**config.mk**
```make
export PLATFORM = sky130hd
export DESIGN_NAME = cdb_arbiter_flat
export DESIGN_NICKNAME = d
export VERILOG_FILES = /design/src/rtl/cdb_arbiter_if.sv /design/src/rtl/cdb_arbiter.sv /design/src/flat_wrapper.sv
export SDC_FILE = /design/constraint.sdc
export NUM_CORES = 1
export LEC_CHECK = 0
export CORE_ASPECT_RATIO = 1.25
export CORE_MARGIN = 2
export CORE_UTILIZATION = 55
export DETAILED_ROUTE_END_ITERATION = 12
export PLACE_DENSITY_LB_ADDON = 0.25
export RECOVER_POWER = 50
export SLEW_MARGIN = 25
export SYNTH_ARGS = -nofsm -noshare
export SYNTH_HDL_FRONTEND = slang
export SYNTH_SLANG_ARGS = --single-unit
```
**constraint.sdc**
```tcl
create_clock -name clk -period 16.1 [get_ports clk]
set_input_delay 2.415 -clock clk [delete_from_list [all_inputs] [get_ports clk]]
set_output_delay 2.415 -clock clk [all_outputs]
set_load 0.01 [all_outputs]
```
**src/rtl/cdb_arbiter_if.sv**
```systemverilog
// Result-source and CDB broadcast bundle for cdb_arbiter.
// The slave modport is the arbiter; the master modport is the source/consumer side.
interface cdb_arbiter_if #(
   parameter int N_SRC  = 3,
   parameter int CDB_W  = 2,
   parameter int PHYS_W = 6,
   parameter int ROB_W  = 6
);
   logic [N_SRC-1:0]             src_valid;
   logic [N_SRC-1:0]             src_ready;
   logic [N_SRC-1:0][PHYS_W-1:0] src_tag;
   logic [N_SRC-1:0][63:0]       src_value;
   logic [N_SRC-1:0][ROB_W-1:0]  src_rob_tag;
   logic [CDB_W-1:0]             cdb_valid;
   logic [CDB_W-1:0][PHYS_W-1:0] cdb_tag;
   logic [CDB_W-1:0][63:0]       cdb_value;
   logic [CDB_W-1:0][ROB_W-1:0]  cdb_rob_tag;

   modport master (
      output src_valid, src_tag, src_value, src_rob_tag,
      input  src_ready, cdb_valid, cdb_tag, cdb_value, cdb_rob_tag
   );
   modport slave (
      input  src_valid, src_tag, src_value, src_rob_tag,
      output src_ready, cdb_valid, cdb_tag, cdb_value, cdb_rob_tag
   );
endinterface

```
**src/rtl/cdb_arbiter.sv**
```systemverilog
// Per-source result FIFOs feeding a round-robin, CDB_W-lane common data bus.
// Define CDB_ARBITER_BYPASS_EN to let an empty FIFO's live input win arbitration directly.
module cdb_arbiter_fifo #(
   parameter int W     = 76,
   parameter int DEPTH = 4
) (
   input  logic         clk,
   input  logic         reset,
   input  logic         flush,
   input  logic         push,
   input  logic         pop,
   input  logic [W-1:0] din,
   output logic [W-1:0] dout,
   output logic         empty,
   output logic         ready
);
   localparam int PW = (DEPTH > 1) ? $clog2(DEPTH) : 1;
   localparam int CW = $clog2(DEPTH) + 1;

   logic [DEPTH-1:0][W-1:0] mem;
   logic [PW-1:0]           wr_ptr, rd_ptr;
   logic [CW-1:0]           count;

   assign dout  = mem[rd_ptr];
   assign empty = (count == '0);
   assign ready = (count != CW'(DEPTH));

   always_ff @(posedge clk or posedge reset) begin
      if (reset) begin
         wr_ptr <= '0;
         rd_ptr <= '0;
         count  <= '0;
      end else if (flush) begin
         wr_ptr <= '0;
         rd_ptr <= '0;
         count  <= '0;
      end else begin
         if (push) wr_ptr <= (wr_ptr == PW'(DEPTH-1)) ? '0 : wr_ptr + 1'b1;
         if (pop)  rd_ptr <= (rd_ptr == PW'(DEPTH-1)) ? '0 : rd_ptr + 1'b1;
         if (push && !pop)      count <= count + 1'b1;
         else if (pop && !push) count <= count - 1'b1;
      end
   end

   always_ff @(posedge clk) begin
      if (push && !flush) mem[wr_ptr] <= din;
   end
endmodule

module cdb_arbiter #(
   parameter int N_SRC      = 3,
   parameter int CDB_W      = 2,
   parameter int PHYS_W     = 6,
   parameter int ROB_W      = 6,
   parameter int FIFO_DEPTH = 4
) (
   input  logic       clk,
   input  logic       reset,
   input  logic       flush,
   cdb_arbiter_if.slave bus
);
   localparam int SW = (N_SRC > 1) ? $clog2(N_SRC) : 1;

   typedef struct packed {
      logic [PHYS_W-1:0] tag;
      logic [63:0]       value;
      logic [ROB_W-1:0]  rob;
   } res_t;

   res_t [N_SRC-1:0] word, head, eff;
   res_t [CDB_W-1:0] lane_word, out_q;
   logic [N_SRC-1:0] empty, ready, push, pop, grant, cand;
   logic [CDB_W-1:0] lane_act, valid_q;
   logic [SW-1:0]    rr_ptr, rr_next;

   for (genvar g = 0; g < N_SRC; g++) begin : g_src
      assign word[g] = '{tag: bus.src_tag[g], value: bus.src_value[g], rob: bus.src_rob_tag[g]};
      cdb_arbiter_fifo #(.W($bits(res_t)), .DEPTH(FIFO_DEPTH)) u_fifo (
         .clk(clk), .reset(reset), .flush(flush),
         .push(push[g]), .pop(pop[g]), .din(word[g]), .dout(head[g]),
         .empty(empty[g]), .ready(ready[g])
      );
`ifdef CDB_ARBITER_BYPASS_EN
      assign eff[g] = empty[g] ? word[g] : head[g];
`else
      assign eff[g] = head[g];
`endif
   end

`ifdef CDB_ARBITER_BYPASS_EN
   // A granted empty source is consumed straight from its input, so it must not also be queued.
   assign cand = ~empty | bus.src_valid;
   assign push = bus.src_valid & ready & ~(grant & empty);
`else
   assign cand = ~empty;
   assign push = bus.src_valid & ready;
`endif
   assign pop           = grant & ~empty;
   assign bus.src_ready = ready;

   always_comb begin
      int idx, last, n;
      grant     = '0;
      lane_act  = '0;
      lane_word = '0;
      last      = 0;
      n         = 0;
      for (int k = 0; k < N_SRC; k++) begin
         idx = int'(rr_ptr) + k;
         if (idx >= N_SRC) idx = idx - N_SRC;
         for (int j = 0; j < N_SRC; j++) begin
            if (j == idx && cand[j] && n < CDB_W) begin
               grant[j] = 1'b1;
               last     = j;
               for (int l = 0; l < CDB_W; l++) begin
                  if (l == n) begin
                     lane_act[l]  = 1'b1;
                     lane_word[l] = eff[j];
                  end
               end
               n = n + 1;
            end
         end
      end
      rr_next = rr_ptr;
      if (|grant) rr_next = (last == N_SRC-1) ? '0 : SW'(last + 1);
   end

   always_ff @(posedge clk or posedge reset) begin
      if (reset) begin
         rr_ptr  <= '0;
         valid_q <= '0;
         out_q   <= '0;
      end else if (flush) begin
         rr_ptr  <= '0;
         valid_q <= '0;
         out_q   <= '0;
      end else begin
         rr_ptr  <= rr_next;
         valid_q <= lane_act;
         out_q   <= lane_word;
      end
   end

   for (genvar l = 0; l < CDB_W; l++) begin : g_lane
      assign bus.cdb_valid[l]   = valid_q[l];
      assign bus.cdb_tag[l]     = out_q[l].tag;
      assign bus.cdb_value[l]   = out_q[l].value;
      assign bus.cdb_rob_tag[l] = out_q[l].rob;
   end
endmodule

```
**src/flat_wrapper.sv**
```systemverilog
// flat-port wrapper written by rule: the top's interface ports become plain ports
module cdb_arbiter_flat 
#(
   parameter int N_SRC      = 3,
   parameter int CDB_W      = 2,
   parameter int PHYS_W     = 6,
   parameter int ROB_W      = 6,
   parameter int FIFO_DEPTH = 4
)
  (clk, reset, flush, bus_src_valid, bus_src_tag, bus_src_value, bus_src_rob_tag, bus_src_ready, bus_cdb_valid, bus_cdb_tag, bus_cdb_value, bus_cdb_rob_tag);
  cdb_arbiter_if #(.N_SRC(N_SRC), .CDB_W(CDB_W), .PHYS_W(PHYS_W), .ROB_W(ROB_W)) bus_i ();
  input  logic clk;
  input  logic reset;
  input  logic flush;
  input wire logic [$bits(bus_i.src_valid)-1:0] bus_src_valid;
  input wire logic [$bits(bus_i.src_tag)-1:0] bus_src_tag;
  input wire logic [$bits(bus_i.src_value)-1:0] bus_src_value;
  input wire logic [$bits(bus_i.src_rob_tag)-1:0] bus_src_rob_tag;
  output wire logic [$bits(bus_i.src_ready)-1:0] bus_src_ready;
  output wire logic [$bits(bus_i.cdb_valid)-1:0] bus_cdb_valid;
  output wire logic [$bits(bus_i.cdb_tag)-1:0] bus_cdb_tag;
  output wire logic [$bits(bus_i.cdb_value)-1:0] bus_cdb_value;
  output wire logic [$bits(bus_i.cdb_rob_tag)-1:0] bus_cdb_rob_tag;
  assign bus_i.src_valid = bus_src_valid;
  assign bus_i.src_tag = bus_src_tag;
  assign bus_i.src_value = bus_src_value;
  assign bus_i.src_rob_tag = bus_src_rob_tag;
  assign bus_src_ready = bus_i.src_ready;
  assign bus_cdb_valid = bus_i.cdb_valid;
  assign bus_cdb_tag = bus_i.cdb_tag;
  assign bus_cdb_value = bus_i.cdb_value;
  assign bus_cdb_rob_tag = bus_i.cdb_rob_tag;
  cdb_arbiter #(.N_SRC(N_SRC), .CDB_W(CDB_W), .PHYS_W(PHYS_W), .ROB_W(ROB_W), .FIFO_DEPTH(FIFO_DEPTH)) u_core (.clk(clk), .reset(reset), .flush(flush), .bus(bus_i));
endmodule
```
# Word level (Yosys, flattened, before mapping)
# Cells that the tools add are included.
[totals]
ff_bits = 1089
wordCells = 286
[op_classes]
add_sub_neg = 25
n_lt_le_gt_ge = 20
n_eq_ne = 24
muxes = 124
n_bitwise = 3
reduce_logical = 61
[ops]
columns = ["op", "count"]
rows = [
  ["76-bit 2-to-1 mux", 23],
  ["152-bit 2-to-1 mux", 9],
  ["304-bit bitwise mux", 3],
  ["76-bit binary-select mux with 2-bit select", 3],
  ["76-bit demux with 2-bit select", 3],
  ["32-bit zero test", 11],
  ["2-bit by 32-bit == test with 1-bit output (first input constant)", 10],
  ["32-bit 2-to-1 mux", 10],
  ["32-bit by 3-bit less-than comparator with 1-bit output (second input constant)", 7],
  ["32-bit by 2-bit adder with 32-bit output (second input constant)", 6],
  ["3-bit by 32-bit == test with 1-bit output (first input constant)", 3],
  ["2-bit 2-to-1 mux", 37],
  ["32-bit by 3-bit greater-or-equal comparator with 1-bit output (second input constant)", 2],
  ["32-bit by 3-bit subtractor with 32-bit output (second input constant)", 2],
  ["1-bit logical AND", 29],
  ["1-bit 2-to-1 mux", 27],
  ["3-bit 2-to-1 mux", 9],
  ["2-bit by 3-bit less-than comparator with 1-bit output (second input constant)", 6],
  ["2-bit by 1-bit adder with 2-bit output (second input constant)", 7],
  ["2-bit == test (second input constant)", 7],
  ["2-bit nonzero test", 7],
  ["3-bit by 1-bit adder with 3-bit output (second input constant)", 3],
  ["3-bit zero test", 3],
  ["3-bit != test (second input constant)", 3],
  ["other kinds (14)", 27],
]

# Longest topological paths before layout
# Gate-level depths: netlist (run 1).
[logic_depth]
word_depth = 34
ltp_mapped = 33
depth_no_buf = 33

# Modules after synthesis
# A second synthesis (run 1) with hierarchy kept.
[unflattened]
cells_unflattened = 2362
area_unflattened_um2 = 44313.8
[modules_own_cells]
columns = ["mod", "instances", "cells_per_inst", "area_per_inst_um2", "seq_area_each_um2"]
rows = [
  ["cdb_arbiter_fifo (u_core.g_src[0].u_fifo ...)", 2, 448, 11444.7, 9303.9],
  ["cdb_arbiter_fifo (u_core.g_src[2].u_fifo)", 1, 447, 11447.2, 9303.9],
  ["cdb_arbiter", 1, 1019, 9977.1, 3903.7],
]

# Worst setup path after synthesis (run 1)
# No wires, ideal clock.
[synth_path]
kind = "register to register"
from = "reg u_core.rr_ptr[0]"
to = "reg u_core.g_src[2].u_fifo.count[2]"
arrival_ns = 5.667
required_ns = 15.968
path_slack_ns = 10.301
path_stages_with_launch = 33
n_path_buf = 0
period_less_slack_ns = 5.799
path_cell_list = "dfrtp_1 inv_1 ha_1 o31a_1 inv_2 ha_1 xnor2_1 ha_1 nor2_1 nor2_1 ha_1 nor2_1 a211oi_2 inv_1 ha_1 inv_1 a2111oi_4 mux2_4 o21ai_2 nor2_1 nor2_1 inv_1 ha_1 inv_1 a21oi_1 nor3_1 and2_1 nor3_1 fa_1 or2_2 mux2i_1 xnor2_1 nor2_1"
[synth_between]
elab_chain_cells = 34
word_cells_on_any_way = 70
cone_classes = "12 x add/sub; 11 x order compare; 6 x eq/ne; 16 x mux; 1 x bitwise; 24 x reduce/logical"
[synth_lines]
columns = ["element", "line", "source"]
rows = [
  ["start: declaration", "cdb_arbiter.sv:74", "logic [SW-1:0] rr_ptr, rr_next;"],
  ["start signal: assignment", "cdb_arbiter.sv:139", "rr_ptr <= rr_next;"],
  ["2-bit by 2-bit subtractor with 3-bit output / 2-bit greater-or-equal comparator (equally long branches)", "cdb_arbiter.sv:110", "if (idx >= N_SRC) idx = idx - N_SRC;"],
  ["32-bit 2-to-1 mux", "cdb_arbiter.sv:110", ""],
  ["32-bit zero test", "cdb_arbiter.sv:112", "if (j == idx && cand[j] && n < CDB_W) begin"],
  ["1-bit logical AND", "cdb_arbiter.sv:112", ""],
  ["1-bit 2-to-1 mux", "cdb_arbiter.sv:112", ""],
  ["1-bit by 2-bit less-than comparator with 1-bit output", "cdb_arbiter.sv:112", ""],
  ["1-bit logical AND", "cdb_arbiter.sv:112", ""],
  ["32-bit 2-to-1 mux", "cdb_arbiter.sv:112", ""],
  ["(+18 left out)", "-", ""],
  ["32-bit by 3-bit less-than comparator with 1-bit output", "cdb_arbiter.sv:112", ""],
  ["1-bit logical AND", "cdb_arbiter.sv:112", ""],
  ["1-bit 2-to-1 mux (*)", "cdb_arbiter.sv:112", ""],
  ["3-bit AND (*)", "cdb_arbiter.sv:98", "assign pop = grant & ~empty;"],
  ["1-bit zero test", "cdb_arbiter.sv:40", "if (push && !pop) count <= count + 1'b1;"],
  ["1-bit logical AND", "cdb_arbiter.sv:40", ""],
  ["3-bit 2-to-1 mux", "cdb_arbiter.sv:40", ""],
  ["3-bit 2-to-1 mux", "cdb_arbiter.sv:33", "end else if (flush) begin"],
  ["end signal: assignment", "cdb_arbiter.sv:40", ""],
  ["end signal: assignment", "cdb_arbiter.sv:41", "else if (pop && !push) count <= count - 1'b1;"],
  ["end: declaration", "cdb_arbiter.sv:22", "logic [CW-1:0] count;"],
]
# Mark *: on every way between the ends. The rest lies on a longest branch, timed or not.
# A chain may end at the register's enable or synchronous reset.

==> results of run 1 <==
==> power groups by stage <==
stage	Clock, mW	Combinational [mW]	Sequential [mW]
4_1_cts	2.43	3.53	3.54
3_3_place_gp	0	3.41	3.58
3_5_place_dp	0	3.51	3.59
5_1_grt	2.54	3.77	3.56
2_1_floorplan	0	2.36	3.49
6_report	2.41	3.55	3.53
==> through the flow <==
stage | std cells | setup WS [ns] | hold WS, ns | area [sq um]
after floorplan | 2192 | 8.88 | 0.527 | 42700
after global placement | 3511 | 8.69 | 0.558 | 47600
after detailed placement | 3512 | 8.47 | 0.578 | 47700
after CTS | 3700 | 8.48 | 0.589 | 51000
after global routing | 3724 | 7.45 | 0.639 | 51100
final | 3738 | 8.48 | 0.589 | 51100
==> synth_stat cells (3+ instances only) <==
cell type,instances
edfxtp_1,912
mux4_2,227
dfrtp_1,177
a22oi_1,152
o2bb2ai_1,140
nor2_1,112
clkbuf_1,105
o21ai_0,84
ha_1,31
nand2_1,28
inv_1,27
and2_1,18
buf_2,15
xnor2_1,13
a21oi_1,12
nand3_1,10
buf_1,9
mux2i_1,9
o2bb2ai_2,9
buf_4,8
nor3_1,6
buf_6,5
o31a_1,5
a211oi_1,4
o211ai_1,4
o21a_1,4
o31ai_1,4
or3_1,4
xor2_1,4
fa_1,3
mux2_2,3
o211a_1,3
o21ai_1,3
==> registers in the layout (all words and copies together) (netlist names) <==
name,cells
u_core.g_src.u_fifo.mem,912
u_core.bus.cdb_value,128
u_core.bus.cdb_rob_tag,12
u_core.bus.cdb_tag,12
u_core.g_src.u_fifo.count,9
u_core.g_src.u_fifo.rd_ptr,6
u_core.g_src.u_fifo.wr_ptr,6
u_core.bus.cdb_valid,2
u_core.rr_ptr,2
==> kinds of logic (layout without fill, tap and decap cells) <==
group / after synthesis / after routing / share of synthesized area [%]
multiplexers: 240 / 240 / 12.3
AND/OR/NAND/NOR: 193 / 193 / 1.97
adder cells (fa/ha/maj): 35 / 35 / 1.08
buffers and inverters: 171 / 637 / 1.71
XOR/XNOR: 18 / 18 / 0.402
flip-flops: 1089 / 1089 / 74.5
other: 0 / 36 / 0
AO/OA/AOI/OAI: 446 / 446 / 8.02
==> final cells by class <==
cell class | count | area share (%)
Antenna cell | 36 | 0.176
Clock buffer | 136 | 5.47
Clock inverter | 52 | 1.14
Inverter | 29 | 0.215
Multi-Input combinational cell | 932 | 20.0
Sequential cell | 1089 | 62.2
Tap cell | 1044 | 2.55
Timing Repair Buffer | 420 | 8.15
==> how the worst max path moves through the flow <==
stage / cells after the start / start / slack, ns / endpoint
floorplan: 1 / reset / 8.88 / u_core.bus.cdb_rob_tag[0]$_DFF_PP0_
global placement: 21 / u_core.rr_ptr[0]$_DFFE_PP0P_ / 8.69 / u_core.bus.cdb_value[65]$_DFF_PP0_
detailed placement: 21 / u_core.rr_ptr[0]$_DFFE_PP0P_ / 8.47 / u_core.bus.cdb_value[125]$_DFF_PP0_
CTS: 21 / u_core.rr_ptr[0]$_DFFE_PP0P_ / 8.48 / u_core.bus.cdb_value[125]$_DFF_PP0_
global route: 2 / reset / 7.45 / u_core.g_src[1].u_fifo.rd_ptr[1]$_DFFE_PP0P_
finish: 2 / reset / 8.48 / u_core.g_src[1].u_fifo.rd_ptr[1]$_DFFE_PP0P_
==> layer usage <==
| metal | track usage, % | wire length, um | vias to the layer above |
|---|---|---|---|
| met5 | 0 | 263 | - |
| met4 | 11.1 | 3990 | 44 |
| met3 | 6.85 | 10600 | 285 |
| met2 | 49.0 | 58300 | 1347 |
| met1 | 37.7 | 42700 | 12400 |
| li1 | - | - | 9833 |
==> flow_metrics.env, run 1 <==
export IMPL_status="finished with violations"
export IMPL_violations="max-capacitance violations, max-slew violations"
export IMPL_rrSetupSlack_ns=8.51
export IMPL_rsz0062_at_grt="false"
export IMPL_crit_family="buffers and inverters"
export IMPL_async_flop_share_pct=16.3
export IMPL_gp_congestion=0.842
export IMPL_post_route_util_pct=66.3
export IMPL_internal_power_mw=6.07
export IMPL_synth_area_sq_um=42700
export IMPL_drc=0
export IMPL_slew_limit_headroom_pct=-320
export IMPL_yosys_area_top_type="edfxtp_1"
export IMPL_final_common_cell="edfxtp_1"
export IMPL_ys_seq_elements=1089
export IMPL_fin_tns_setup_ns=0
export IMPL_seqCellArea_sq_um=31800
export IMPL_synth_edf_count=912
export IMPL_min_to="u_core.rr_ptr[1]$_DFFE_PP0P_"
export IMPL_fin_crit_ns=7.62
export IMPL_reg2reg_from="u_core.rr_ptr[0]$_DFFE_PP0P_"
export IMPL_rr_worst_depth=21
export IMPL_fin_nets=2839
export IMPL_start_util_pct=55.3
export IMPL_drv_cap=9
export IMPL_vias_per_cell=6.41
export IMPL_ys_top_cells_by_area="edfxtp_1, mux4_2, dfrtp_1, o2bb2ai_1, a22oi_1"
export IMPL_area_growth_pct=19.8
export IMPL_syn_instance_count=2192
export IMPL_rows=114
export IMPL_final_cell_mix="edfxtp_1, dlygate4sd3_1, mux4_2"
export IMPL_cts_tree="yes"
export IMPL_p_clk_share_pct=25.4
export IMPL_crit_path_end_kind="async pin"
export IMPL_coreArea_sq_um=77200
export IMPL_syn_area_per_cell_sq_um=19.5
export IMPL_antenna_found_initial=72
export IMPL_critPathLaunchType="primary input"
export IMPL_vdd_ir_drop_max_v=0.000205
export IMPL_clock_sinks=1089
export IMPL_path_cells="dlygate4sd3_1 -> clkinvlp_2"
export IMPL_ioPinCount=391
export IMPL_synth_top_area_share_pct=64.2
export IMPL_cp_max_fo=121
export IMPL_die_x_um=253
export IMPL_grt_pass1_vias=24400
export IMPL_grtUsageTotal_pct=29.3
export IMPL_syn_num_nets=2460
export IMPL_hold_path_startpoint="u_core.rr_ptr[1]$_DFFE_PP0P_"
export IMPL_finalPower_mw=9.49
export IMPL_grt_overflow=0
export IMPL_die_y_um=315
export IMPL_cp_num_buf_inv=2
export IMPL_r2r_end="u_core.bus.cdb_value[119]$_DFF_PP0_"
export IMPL_hp_class="reg2reg"
export IMPL_holdPathStages=1
export IMPL_timing_final_crit_share_pct=47.3
export IMPL_cp_arrival_ns=6.55
export IMPL_fmaxAchievable_mhz=131
export IMPL_hold_buffers=0
export IMPL_dieArea_sq_um=79900
export IMPL_cts_root_buffer="clkbuf_16"
export IMPL_slowest_stage="clkinvlp_2"
export IMPL_grt_max_degree=122
export IMPL_worstMarginPinSlew_ns=6.26
export IMPL_nFillCells=5046
export IMPL_ys_dominant_reg_cell="edfxtp_1"
export IMPL_critPathKind="in2async"
export IMPL_wirelength_um=116000
export IMPL_firstDrtPassIters=5
export IMPL_post_cts_buffers=0
export IMPL_clkTransAtPathRegs_ns=0.07
export IMPL_p_sw_share_pct=36.0
export IMPL_cts_htree_levels=3
export IMPL_cts_max_path_buffers=3
export IMPL_p_seq_share_pct=37.2
export IMPL_fin_skew_ns=0.0292
export IMPL_slew_viol_final=336
export IMPL_multi_input_area_sq_um=10300
export IMPL_final_antenna_net_count=0
export IMPL_required_ns=15.03
export IMPL_initialDrtViolationCount=2465
export IMPL_hold_violations=0
export IMPL_ys_seq_area_share_pct=74.5
export IMPL_dp_hpwl_um=68900
export IMPL_worstSkewPairLatency_ns=0.69
export IMPL_grt_first_pass_wirelength_um=167000
export IMPL_wl_per_cell_um=31.0
export IMPL_io_buffers=390
export IMPL_netlist_cell_type_count=64
export IMPL_yosys_warnings=0
export IMPL_vias=24000
export IMPL_switchingPower_mw=3.42
export IMPL_total_leakage_power_nw=16.8
export IMPL_power_density_nw_per_um2=186
export IMPL_tritoncts_num_buffers=99
export IMPL_drive_gt1_share_pct=17.6
export IMPL_combPwrFrac_pct=37.4
export IMPL_setup_viol=0
export IMPL_cts_resized=0
export IMPL_max_stage_delay_ns=3.48
No activity file was read; power rests on OpenSTA's default activity.
==> inputs of run 2 (changes only) <==
==> constraint.sdc (replaced) <==
create_clock -name clk -period 7.2 [get_ports clk]
set_input_delay 1.08 -clock clk [delete_from_list [all_inputs] [get_ports clk]]
set_output_delay 1.08 -clock clk [all_outputs]
set_load 0.01 [all_outputs]
==> run 2 against run 1 <==
Compared with the run above: the run still ends with max-capacitance violations, max-slew violations left; global-route usage down 0.22 points; critical path depth is 3 higher; hold slack worse by 0.0049 ns; register-to-register slack worse by 7.9 ns; sequential share of layout area decreased by 0.44 points.
==> flow_metrics.env, run 2 (same netlist as run 1, synthesis figures left out) <==
export IMPL_power_density_nw_per_um2=419
export IMPL_dieArea_sq_um=79900
export IMPL_gp_congestion=0.848
export IMPL_cp_arrival_ns=7.03
export IMPL_die_x_um=253
export IMPL_wl_per_cell_um=30.6
export IMPL_largest_register="u_core.g_src.u_fifo.mem"
export IMPL_start_util_pct=55.3
export IMPL_area_growth_pct=20.7
export IMPL_holdPathStages=1
export IMPL_internal_power_mw=14.0
export IMPL_vias=24000
export IMPL_slew_viol_final=298
export IMPL_grt_overflow=0
export IMPL_clock_sinks=1089
export IMPL_hold_violations=0
export IMPL_grt_use_met1_pct=37.8
export IMPL_grt_pass1_vias=24800
export IMPL_cp_max_fo=50
export IMPL_worstMarginPinSlew_ns=4.81
export IMPL_final_cell_mix="edfxtp_1, dlygate4sd3_1, mux4_2"
export IMPL_busiest_layer="met2"
export IMPL_fmaxAchievable_mhz=149
export IMPL_slew_limit_headroom_pct=-221
export IMPL_clkTransAtPathRegs_ns=0.06
export IMPL_rr_worst_depth=22
export IMPL_final_antenna_net_count=0
export IMPL_hp_class="reg2reg"
export IMPL_p_seq_share_pct=36.4
export IMPL_dp_hpwl_um=69500
export IMPL_vias_per_cell=6.36
export IMPL_vdd_ir_drop_max_v=0.000465
export IMPL_die_y_um=315
export IMPL_grtUsageTotal_pct=29.1
export IMPL_grt_max_degree=111
export IMPL_fin_skew_ns=0.0213
export IMPL_hold_buffers=0
export IMPL_timing_final_crit_share_pct=93.4
export IMPL_required_ns=7.51
export IMPL_cts_resized=0
export IMPL_largest_register_ffs=912
export IMPL_ioPinCount=391
export IMPL_post_cts_buffers=0
export IMPL_total_leakage_power_nw=17.2
export IMPL_antenna_found_initial=78
export IMPL_io_buffers=390
export IMPL_cts_htree_levels=3
export IMPL_fin_tns_setup_ns=0
export IMPL_combPwrFrac_pct=37.5
export IMPL_crit_path_end_kind="flop"
export IMPL_worstSkewPairLatency_ns=0.68
export IMPL_setup_viol=0
export IMPL_fin_nets=2853
export IMPL_critPathKind="in2reg"
export IMPL_cts_tree="yes"
export IMPL_status="finished with violations"
export IMPL_cts_max_path_buffers=3
export IMPL_tritoncts_num_buffers=101
export IMPL_rsz0062_at_grt="false"
export IMPL_fin_crit_ns=6.72
export IMPL_grt_use_met2_pct=48.1
export IMPL_grt_first_pass_wirelength_um=166000
export IMPL_coreArea_sq_um=77200
export IMPL_switchingPower_mw=7.60
export IMPL_initialDrtViolationCount=2760
export IMPL_cts_root_buffer="clkbuf_16"
export IMPL_drv_cap=5
export IMPL_critPathLaunchType="primary input"
export IMPL_drive_gt1_share_pct=18.1
export IMPL_wirelength_um=115000
export IMPL_layout_cells_non_filler=3765
export IMPL_p_sw_share_pct=35.2
export IMPL_violations="max-capacitance violations, max-slew violations"
export IMPL_firstDrtPassIters=7
export IMPL_drc=0
export IMPL_grt_use_met3_pct=6.62
export IMPL_rows=114
export IMPL_p_clk_share_pct=26.1
export IMPL_dp_cells=3525
export IMPL_final_common_cell="edfxtp_1"
[run 2: cell count changes in the layout (fill, tap and decap cells not counted), sizes merged]
cell           change
clkinv             -7
buf               +12
diode             +11
clkbuf             +1
clkdlybuf4s50     -57
dlygate4sd3       +57
clkinvlp           +1
inv                +3
bufinv             +6
[run 2: routing by layer]
metal / routed length (um) / vias to the layer above
li1: - / 9868
met1: 43200 / 12500
met2: 57300 / 1289
met3: 10400 / 270
met4: 3860 / 44
met5: 280 / -
[run 2: layout make-up]
type | count | area [sq um]
Timing Repair Buffer | 432 | 4330
Clock buffer | 137 | 2880
Antenna cell | 47 | 118
Clock inverter | 55 | 681
Fill cell | 5044 | 25600
Tap cell | 1044 | 1310
Multi-Input combinational cell | 932 | 10300
Inverter | 29 | 109
Sequential cell | 1089 | 31800
[run 2: path summary, 6_finish.rpt]
check | start | to | slack (ns)
max in group asynchronous | reset | u_core.g_src[2].u_fifo.rd_ptr[0]$_DFFE_PP0P_ | 1.27
hold / removal | u_core.rr_ptr[1]$_DFFE_PP0P_ | u_core.rr_ptr[1]$_DFFE_PP0P_ | 0.58
setup / recovery | flush | u_core.g_src[1].u_fifo.mem[97]$_DFFE_PP_ | 0.48
min in group asynchronous | reset | u_core.bus.cdb_value[22]$_DFF_PP0_ | 2.58
setup reg to reg | u_core.rr_ptr[0]$_DFFE_PP0P_ | u_core.bus.cdb_value[98]$_DFF_PP0_ | 0.63
hold reg to reg | u_core.rr_ptr[1]$_DFFE_PP0P_ | u_core.rr_ptr[1]$_DFFE_PP0P_ | 0.58
[run 2: power by group through the flow]
stage	logic (mW)	registers (mW)	clock network [mW]
2_1_floorplan	5.28	7.80	0
3_3_place_gp	7.71	7.99	0
3_5_place_dp	7.99	7.97	0
4_1_cts	8.03	7.85	5.70
5_1_grt	8.58	7.89	5.93
6_report	8.10	7.85	5.64
[run 2: worst max-delay path, stage by stage]
cell           delay [ns]
dlygate4sd3_1        0.53
clkbuf_1             0.67
nor2_1               0.42
and2_0               3.39
buf_4                0.83
[run 2: metrics by stage]
stage / instance area (sq um) / worst slack (ns) / hold WS [ns] / utilization [%] / power, mW
after floorplan: 42700 / 1.32 / 0.527 / - / 13.1
after global placement: 47800 / 0.747 / 0.550 / 61.9 / 15.7
after detailed placement: 47800 / 0.742 / 0.570 / 62.0 / 16.0
after CTS: 51400 / 0.699 / 0.588 / 66.6 / 21.6
after global routing: 51500 / 0.193 / 0.619 / 66.7 / 22.4
final: 51500 / 0.476 / 0.584 / 66.8 / 21.6
